--- src/rtl/mips_pkg.sv ---
// -----------------------------------------------------------------------------
// mips_pkg
//   Shared constants for the MIPS pipeline slice: decode ALUOP codes, primary
//   opcode / funct values, the link register index, instruction field widths
//   and a small byte-lane helper used by the write-back formatter.
// -----------------------------------------------------------------------------
package mips_pkg;

    // Datapath geometry
    localparam int DATA_W   = 32;
    localparam int REG_W    = 5;
    localparam int INSN_W   = 32;
    localparam int ALUOP_W  = 6;
    localparam int IMM_W    = 16;
    localparam int OPC_W    = 6;
    localparam int FUNCT_W  = 6;

    localparam logic [REG_W-1:0] LINK_REG = 5'd31;

    // ALUOP codes produced by decode
    localparam logic [ALUOP_W-1:0] ADD_OP   = 6'd0;
    localparam logic [ALUOP_W-1:0] ADDU_OP  = 6'd1;
    localparam logic [ALUOP_W-1:0] SUB_OP   = 6'd2;
    localparam logic [ALUOP_W-1:0] SUBU_OP  = 6'd3;
    localparam logic [ALUOP_W-1:0] AND_OP   = 6'd4;
    localparam logic [ALUOP_W-1:0] OR_OP    = 6'd5;
    localparam logic [ALUOP_W-1:0] XOR_OP   = 6'd6;
    localparam logic [ALUOP_W-1:0] NOR_OP   = 6'd7;
    localparam logic [ALUOP_W-1:0] SLT_OP   = 6'd8;
    localparam logic [ALUOP_W-1:0] SLTU_OP  = 6'd9;
    localparam logic [ALUOP_W-1:0] SLL_OP   = 6'd10;
    localparam logic [ALUOP_W-1:0] SRL_OP   = 6'd11;
    localparam logic [ALUOP_W-1:0] SRA_OP   = 6'd12;
    localparam logic [ALUOP_W-1:0] ADDI_OP  = 6'd13;
    localparam logic [ALUOP_W-1:0] LUI_OP   = 6'd14;
    localparam logic [ALUOP_W-1:0] LB_OP    = 6'd15;
    localparam logic [ALUOP_W-1:0] LBU_OP   = 6'd16;
    localparam logic [ALUOP_W-1:0] LW_OP    = 6'd17;
    localparam logic [ALUOP_W-1:0] SW_OP    = 6'd18;
    localparam logic [ALUOP_W-1:0] BEQ_OP   = 6'd19;
    localparam logic [ALUOP_W-1:0] BNE_OP   = 6'd20;
    localparam logic [ALUOP_W-1:0] J_OP     = 6'd21;
    localparam logic [ALUOP_W-1:0] JAL_OP   = 6'd22;
    localparam logic [ALUOP_W-1:0] JR_OP    = 6'd23;
    localparam logic [ALUOP_W-1:0] JALR_OP  = 6'd24;
    localparam logic [ALUOP_W-1:0] MULT_OP  = 6'd25;
    localparam logic [ALUOP_W-1:0] DIV_OP   = 6'd26;
    localparam logic [ALUOP_W-1:0] MFHI_OP  = 6'd27;
    localparam logic [ALUOP_W-1:0] MFLO_OP  = 6'd28;
    localparam logic [ALUOP_W-1:0] NOP_OP   = 6'd29;

    // Primary opcodes
    localparam logic [OPC_W-1:0] OPC_SPECIAL = 6'h00;
    localparam logic [OPC_W-1:0] OPC_JAL     = 6'h03;
    localparam logic [OPC_W-1:0] OPC_ADDI    = 6'h08;
    localparam logic [OPC_W-1:0] OPC_LUI     = 6'h0F;
    localparam logic [OPC_W-1:0] OPC_LB      = 6'h20;
    localparam logic [OPC_W-1:0] OPC_LBU     = 6'h24;

    // SPECIAL funct codes
    localparam logic [FUNCT_W-1:0] FN_JALR = 6'h09;
    localparam logic [FUNCT_W-1:0] FN_MFHI = 6'h10;
    localparam logic [FUNCT_W-1:0] FN_MFLO = 6'h12;
    localparam logic [FUNCT_W-1:0] FN_MULT = 6'h18;
    localparam logic [FUNCT_W-1:0] FN_DIV  = 6'h1A;
    localparam logic [FUNCT_W-1:0] FN_ADDU = 6'h21;

    // Select byte lane sel of a 32-bit word (lane 0 = bits [7:0]).
    function automatic logic [7:0] byte_lane(input logic [31:0] word, input logic [1:0] sel);
        logic [7:0] b;
        case (sel)
            2'd0:    b = word[7:0];
            2'd1:    b = word[15:8];
            2'd2:    b = word[23:16];
            2'd3:    b = word[31:24];
            default: b = 8'h00;
        endcase
        return b;
    endfunction

endpackage

--- src/rtl/wb_format.sv ---
// -----------------------------------------------------------------------------
// wb_format
//   Combinational write-back formatter: turns one queued instruction into a
//   regfile write (enable, index, data).
//   Inputs : insn_i, pc_i, aluop_i, rdst_i, rwd_i, rwe_i, aluout_i, dmout_i,
//            hi_i/lo_i (current HI/LO registers)
//   Outputs: we_o (write enable), d_o (dest index), data_o (write data)
// -----------------------------------------------------------------------------
module wb_format
    import mips_pkg::*;
#(
    parameter int DATA_W_P = 32,
    parameter int REG_W_P  = 5
) (
    input  logic [31:0]         insn_i,
    input  logic [DATA_W_P-1:0] pc_i,
    input  logic [5:0]          aluop_i,
    input  logic                rdst_i,
    input  logic                rwd_i,
    input  logic                rwe_i,
    input  logic [DATA_W_P-1:0] aluout_i,
    input  logic [DATA_W_P-1:0] dmout_i,
    input  logic [DATA_W_P-1:0] hi_i,
    input  logic [DATA_W_P-1:0] lo_i,
    output logic                we_o,
    output logic [REG_W_P-1:0]  d_o,
    output logic [DATA_W_P-1:0] data_o
);

    logic       we_raw_s;
    logic [7:0] lane_s;
    logic       unused_insn_s;

    // Opcode/funct bits are already folded into aluop by decode.
    assign unused_insn_s = ^insn_i[31:21];
    assign lane_s        = byte_lane(dmout_i[31:0], aluout_i[1:0]);

    // Destination index: JAL always links into r31.
    always_comb begin
        if (aluop_i == JAL_OP) begin
            d_o = LINK_REG;
        end else if (rdst_i) begin
            d_o = insn_i[15:11];
        end else begin
            d_o = insn_i[20:16];
        end
    end

    // Write enable override by aluop; r0 is never written.
    always_comb begin
        case (aluop_i)
            JAL_OP, JALR_OP, MFHI_OP, MFLO_OP: we_raw_s = 1'b1;
            NOP_OP, MULT_OP, DIV_OP:           we_raw_s = 1'b0;
            default:                           we_raw_s = rwe_i;
        endcase
        we_o = we_raw_s && (d_o != 5'd0);
    end

    // Write data selection, first match wins.
    always_comb begin
        case (aluop_i)
            JAL_OP, JALR_OP: data_o = pc_i + 32'd8;
            MFHI_OP:         data_o = hi_i;
            MFLO_OP:         data_o = lo_i;
            LUI_OP:          data_o = {insn_i[15:0], 16'h0000};
            LB_OP:           data_o = {{(DATA_W_P-8){lane_s[7]}}, lane_s};
            LBU_OP:          data_o = {{(DATA_W_P-8){1'b0}}, lane_s};
            default:         data_o = rwd_i ? dmout_i : aluout_i;
        endcase
    end

endmodule

--- src/rtl/writeback_stage.sv ---
// -----------------------------------------------------------------------------
// writeback_stage
//   Write-back end of the pipeline. Completed instructions enter a DEPTH-entry
//   in-order queue over valid/ready; the head entry is formatted and issued as
//   at most one regfile write per cycle. Owns the HI/LO registers, which are
//   updated when a MULT/DIV entry leaves the queue.
//   Ports: clock, reset_n (async active-low), in_valid/in_ready handshake,
//          in_* instruction payload, rf_hold (regfile busy), rwe/d/rd write.
//   Build option WB_FWD_EN: adds fwd_valid/fwd_d/fwd_data, the write formed
//   by the youngest queued entry (all zero when it does not write).
// -----------------------------------------------------------------------------
module writeback_stage
    import mips_pkg::*;
#(
    parameter int DEPTH  = 2,
    parameter int DATA_W = 32,
    parameter int REG_W  = 5
) (
    input  logic              clock,
    input  logic              reset_n,
    input  logic              in_valid,
    output logic              in_ready,
    input  logic [31:0]       in_insn,
    input  logic [DATA_W-1:0] in_pc,
    input  logic [5:0]        in_aluop,
    input  logic              in_rdst,
    input  logic              in_rwd,
    input  logic              in_rwe,
    input  logic [DATA_W-1:0] in_aluout,
    input  logic [DATA_W-1:0] in_dmout,
    input  logic [DATA_W-1:0] in_hi,
    input  logic [DATA_W-1:0] in_lo,
    input  logic              rf_hold,
`ifdef WB_FWD_EN
    output logic              fwd_valid,
    output logic [REG_W-1:0]  fwd_d,
    output logic [DATA_W-1:0] fwd_data,
`endif
    output logic              rwe,
    output logic [REG_W-1:0]  d,
    output logic [DATA_W-1:0] rd
);

    localparam int PTR_W = (DEPTH > 1) ? $clog2(DEPTH) : 1;
    localparam int CNT_W = PTR_W + 1;

    typedef struct packed {
        logic [31:0]       insn;
        logic [DATA_W-1:0] pc;
        logic [5:0]        aluop;
        logic              rdst;
        logic              rwd;
        logic              rwe;
        logic [DATA_W-1:0] aluout;
        logic [DATA_W-1:0] dmout;
        logic [DATA_W-1:0] hi;
        logic [DATA_W-1:0] lo;
    } entry_t;

    entry_t            mem_q [DEPTH];
    logic [PTR_W-1:0]  head_q, head_d, tail_q, tail_d;
    logic [CNT_W-1:0]  count_q, count_d;
    logic [DATA_W-1:0] hi_q, hi_d, lo_q, lo_d;
    logic              push_s, pop_s;
    entry_t            head_s, in_entry_s;
    logic              fmt_we_s;
    logic [REG_W-1:0]  fmt_d_s;
    logic [DATA_W-1:0] fmt_data_s;

    assign in_ready = (count_q < CNT_W'(DEPTH));
    assign push_s   = in_valid && in_ready;
    // The head leaves whenever the regfile port is free, writing or not.
    assign pop_s    = (count_q != CNT_W'(0)) && !rf_hold;
    assign head_s   = mem_q[head_q];

    assign in_entry_s = '{insn: in_insn, pc: in_pc, aluop: in_aluop, rdst: in_rdst,
                          rwd: in_rwd, rwe: in_rwe, aluout: in_aluout,
                          dmout: in_dmout, hi: in_hi, lo: in_lo};

    // Queue pointer and occupancy next-state; pointers wrap modulo DEPTH.
    always_comb begin
        head_d = pop_s  ? head_q + PTR_W'(1) : head_q;
        tail_d = push_s ? tail_q + PTR_W'(1) : tail_q;
        case ({push_s, pop_s})
            2'b10:   count_d = count_q + CNT_W'(1);
            2'b01:   count_d = count_q - CNT_W'(1);
            default: count_d = count_q;
        endcase
    end

    // HI/LO follow a MULT/DIV as it retires from the head.
    always_comb begin
        if (pop_s && ((head_s.aluop == MULT_OP) || (head_s.aluop == DIV_OP))) begin
            hi_d = head_s.hi;
            lo_d = head_s.lo;
        end else begin
            hi_d = hi_q;
            lo_d = lo_q;
        end
    end

    // Queue control and HI/LO state.
    always_ff @(posedge clock or negedge reset_n) begin
        if (!reset_n) begin
            head_q  <= '0;
            tail_q  <= '0;
            count_q <= '0;
            hi_q    <= '0;
            lo_q    <= '0;
        end else begin
            head_q  <= head_d;
            tail_q  <= tail_d;
            count_q <= count_d;
            hi_q    <= hi_d;
            lo_q    <= lo_d;
        end
    end

    // Queue payload storage, written at the tail on push.
    always_ff @(posedge clock or negedge reset_n) begin
        if (!reset_n) begin
            for (int i = 0; i < DEPTH; i++) begin
                mem_q[i] <= '0;
            end
        end else if (push_s) begin
            mem_q[tail_q] <= in_entry_s;
        end else begin
            mem_q[tail_q] <= mem_q[tail_q];
        end
    end

    wb_format #(.DATA_W_P(DATA_W), .REG_W_P(REG_W)) u_fmt_head (
        .insn_i   (head_s.insn),
        .pc_i     (head_s.pc),
        .aluop_i  (head_s.aluop),
        .rdst_i   (head_s.rdst),
        .rwd_i    (head_s.rwd),
        .rwe_i    (head_s.rwe),
        .aluout_i (head_s.aluout),
        .dmout_i  (head_s.dmout),
        .hi_i     (hi_q),
        .lo_i     (lo_q),
        .we_o     (fmt_we_s),
        .d_o      (fmt_d_s),
        .data_o   (fmt_data_s)
    );

    // Regfile write port: silent while empty or held.
    always_comb begin
        if (pop_s) begin
            rwe = fmt_we_s;
            d   = fmt_d_s;
            rd  = fmt_data_s;
        end else begin
            rwe = 1'b0;
            d   = '0;
            rd  = '0;
        end
    end

`ifdef WB_FWD_EN
    entry_t            young_s;
    logic              young_we_s;
    logic [REG_W-1:0]  young_d_s;
    logic [DATA_W-1:0] young_data_s;

    // Youngest entry sits one slot behind the tail.
    assign young_s = mem_q[tail_q - PTR_W'(1)];

    wb_format #(.DATA_W_P(DATA_W), .REG_W_P(REG_W)) u_fmt_young (
        .insn_i   (young_s.insn),
        .pc_i     (young_s.pc),
        .aluop_i  (young_s.aluop),
        .rdst_i   (young_s.rdst),
        .rwd_i    (young_s.rwd),
        .rwe_i    (young_s.rwe),
        .aluout_i (young_s.aluout),
        .dmout_i  (young_s.dmout),
        .hi_i     (hi_q),
        .lo_i     (lo_q),
        .we_o     (young_we_s),
        .d_o      (young_d_s),
        .data_o   (young_data_s)
    );

    // Forwarding view of the youngest queued write.
    always_comb begin
        if ((count_q != CNT_W'(0)) && young_we_s) begin
            fwd_valid = 1'b1;
            fwd_d     = young_d_s;
            fwd_data  = young_data_s;
        end else begin
            fwd_valid = 1'b0;
            fwd_d     = '0;
            fwd_data  = '0;
        end
    end
`endif

endmodule

--- config.mk ---
export PLATFORM = sky130hd
export DESIGN_NAME = writeback_stage
export DESIGN_NICKNAME = d
export VERILOG_FILES = /design/src/rtl/mips_pkg.sv /design/src/rtl/wb_format.sv /design/src/rtl/writeback_stage.sv
export SDC_FILE = /design/constraint.sdc
export NUM_CORES = 1
export LEC_CHECK = 0
export ABC_AREA = 1
export BUFFER_PORTS_ARGS = -buffer_cell sky130_fd_sc_hd__buf_2
export CAP_MARGIN = 20
export CORE_MARGIN = 4
export CORE_UTILIZATION = 54
export CTS_CLUSTER_SIZE = 10
export DETAILED_ROUTE_END_ITERATION = 8
export GPL_ROUTABILITY_DRIVEN = 0
export GPL_TIMING_DRIVEN = 0
export PLACE_DENSITY_LB_ADDON = 0.05
export SYNTH_ARGS = -nofsm -noshare
export SYNTH_HDL_FRONTEND = slang
export SYNTH_SLANG_ARGS = --single-unit
--- constraint.sdc ---
create_clock -name clock -period 2 [get_ports clock]
set_input_delay 0.4 -clock clock [delete_from_list [all_inputs] [get_ports clock]]
set_output_delay 0.4 -clock clock [all_outputs]
set_load 0.01 [all_outputs]
==> results_dict.tcl <==
set metrics [dict create \
    ant_nets 0 \
    violations "setup timing" \
    synth_edf_count 0 \
    fill_cells 3227 \
    clk_latency_ns 0.61 \
    yosys_warnings 0 \
    synth_common_cells "nand2_1 (954), dfrtp_1 (448), o21ai_0 (360)" \
    async_reset_ff_share_pct 100 \
    ys_ff_latch 448 \
    multi_input_area_um2 10700 \
    stdcell_count 3663 \
    worst_slew_pin_slew_ns 0.647 \
    synth.most_common_cell "nand2_1" \
    num_io_pins 244 \
    h-tree-depth 2 \
    clock.fmax_ghz 0.301 \
    synth_area_leader_cell "dfrtp_1" \
    synthFlopType "dfrtp_1" \
    cts_root_buf "clkbuf_16" \
    first_global_vias 20000 \
    setup_violations 103 \
    syn_nets 2961 \
    dp_cells 3523 \
    vias_per_cell 5.72 \
    rsz0062_at_grt "true" \
    yosys.area.top_type_share_pct 50.2 \
    status "finished with violations" \
    final.period_utilization_pct 166 \
    crit_fanout 10 \
    die_x_um 211 \
    synth_area_um2 22300 \
    clk_pin_slew_ns 0.07 \
    switching_share_pct 43.9 \
    power.total_w 0.0510 \
    internal_power_w 0.0286 \
    yosys-top-cells-area "dfrtp_1 (50%), nand2_1 (16%), o21ai_0 (8.1%)" \
    fp.dieH_um 211 \
    fin_nets 3327 \
    numCtsBuffers 51 \
    power.density_nw_per_um2 1780 \
    fin_crit_ns 3.32 \
    drtIter0Drc 2042 \
    critPathKind "reg2out" \
    syn2layout_area_growth_pct 28.5 \
    power_frac_comb_pct 53.1 \
    power.sequential.fraction_pct 30.7 \
    critPathLaunchType "flip-flop" \
    vias 21000 \
    rows 74 \
    finalClockSkew_ns 0.0151 \
    io_buffers 232 \
    grt_use_total_pct 33.5 \
    fin_worst_hold_slack_ns 0.0189 \
    drc 0 \
    syn_area_per_cell_um2 8.10 \
    dp_hpwl_mm 56.3 \
    cts_tree "done" \
    clkPwrFrac_pct 16.2 \
    worstPathRequired_ns 1.60 \
    grt_start_max_net_pins 119 \
    seq_area_um2 11200 \
    ys_seq_area_share_pct 50.2 \
    worst_ep_arrival_time_ns 2.92 \
    drive_gt1_share_pct 31.4 \
    ys_types 38 \
    max-cap-violations 0 \
    postPlaceCellArea_um2 24600 \
    wl_mm 78.7 \
    p_switching_w 0.0224 \
    wl_per_cell_um 21.5 \
    initial_core_util_pct 54.7 \
    relSlewSlack_pct 56.9 \
    p_leak_nw 13.8 \
    fin_ws_ns -1.32 \
    grt_overflow 0 \
    core_um2 40800 \
    hp-class "in2reg" \
    syn_inst 2754 \
    slew_viol_final 0 \
    crit_path_end_kind "primary output" \
    finalInstanceArea_um2 28700 \
    hold_viol 0 \
    pre_cts_ws_ns -1.34 \
    grt_pass1_wl_mm 114 \
    cts.path.max_buffers 3 \
    first_pass_iters 6 \
    ir_drop_uv 871 \
    antenna_found_initial 1 \
    cts.sinks 448 \
    die-area_um2 44600 \
]
==> metrics by stage <==
stage                     utilization (%)  TNS [ns]
after floorplan                         -     -4.08
after global placement               59.8  -4124.44
after detailed placement             60.1   -375.47
after CTS                            66.9    -52.23
after global routing                 70.2    -65.79
final                                70.2    -60.23
==> final cells by class <==
| cell class | instances | area share [%] |
|---|---|---|
| sequential | 448 | 39.1 |
| multi-input combinational | 1884 | 37.2 |
| timing repair buffer | 312 | 7.87 |
| buffer | 157 | 5.17 |
| clock buffer | 61 | 4.65 |
| inverter | 266 | 3.56 |
| tap | 532 | 2.32 |
| clock inverter | 2 | 0.100 |
| antenna | 1 | 0.00873 |
==> layer usage <==
layer  part of all wire, %  routed length (um)  GRT usage, %  vias up
li1                      -                   -             -     9480
met1                    38               29900          44.5    10200
met2                    47               36700          53.8     1070
met3                   9.6                7530          6.62      240
met4                   5.8                4580          15.0        0
met5                     0                   0             0        -
==> worst paths after layout <==
kind | depth (start not counted) | start | to | slack (ns)
min in group asynchronous | 2 | reset_n | mem_q[156] | 0.34
min reg2reg | 2 | mem_q[318] | mem_q[318] | 0.47
max in group asynchronous | 4 | reset_n | mem_q[238] | 0.25
max reg2reg | 15 | head_q | lo_q[30] | -0.27
max | 14 | head_q | rd[6] | -1.32
min | 3 | in_dmout[25] | mem_q[290] | 0.02
==> power groups by stage <==
stage	Combinational, W	Clock, W	Sequential, W
floorplan	0.0142	0	0.0150
global placement	0.0205	0	0.0155
detailed placement	0.0211	0	0.0157
CTS	0.0237	0.00830	0.0156
global route	0.0290	0.00868	0.0161
finish	0.0271	0.00825	0.0157
==> sequential cells by signal, summed over array words and instances, names as in the netlist <==
signal / cells
mem_q: 380
hi_q: 32
lo_q: 32
count_q: 2
head_q: 1
tail_q: 1
==> timing repair <==
item | CTS | global route
cloned | 6 | 15
setup endpoints to repair | 486 | 279
setup buffers | 23 | 30
hold buffers | 2 | 0
pin swaps | 32 | 96
hold endpoints to repair | 62 | 0
gates resized for setup | 422 | 240
==> layout by cell type (no fill, tap or decap), types with 15 or more instances in the layout <==
master / Yosys / final
o21ai_0: 360 / 274
buf_2: 50 / 239
nor2_4: 6 / 48
buf_6: 12 / 42
buf_8: 1 / 15
nor2_1: 123 / 48
buf_4: 15 / 64
o21ai_1: 25 / 57
nor2_2: 12 / 45
o211ai_1: 31 / 31
o21ai_4: 1 / 16
dfrtp_1: 448 / 448
o21a_1: 40 / 39
inv_1: 261 / 246
clkbuf_2: 0 / 25
mux2_2: 134 / 134
clkbuf_4: 0 / 23
nand2_4: 5 / 27
nand3_1: 137 / 100
clkbuf_1: 72 / 21
buf_12: 1 / 21
inv_2: 3 / 16
nand3_2: 3 / 35
nand2_1: 954 / 864
clkbuf_16: 0 / 63
o21ai_2: 1 / 41
nand2_2: 15 / 82
==> cells by family after synthesis <==
kind of cell | synth area share (%)
simple gates | 22.9
compound gates | 11.7
flops | 50.2
buf+inv | 8.21
mux | 6.76
xor+xnor | 0.118
fa+ha+maj | 0.112
==> worst max-delay path, cell delays in order, from the launching register on <==
cell	delay (ns)
dfrtp_1	0.38
buf_6	0.19
clkinv_8	0.08
buf_8	0.13
nand2_1	0.07
nand2_2	0.10
nor2_4	0.16
buf_6	0.17
buf_4	0.18
nand3_1	0.13
o21ai_2	0.14
nand3b_1	0.17
nor2_2	0.04
nor2_2	0.16
buf_2	0.17
(Power assumes the default switching activity.)
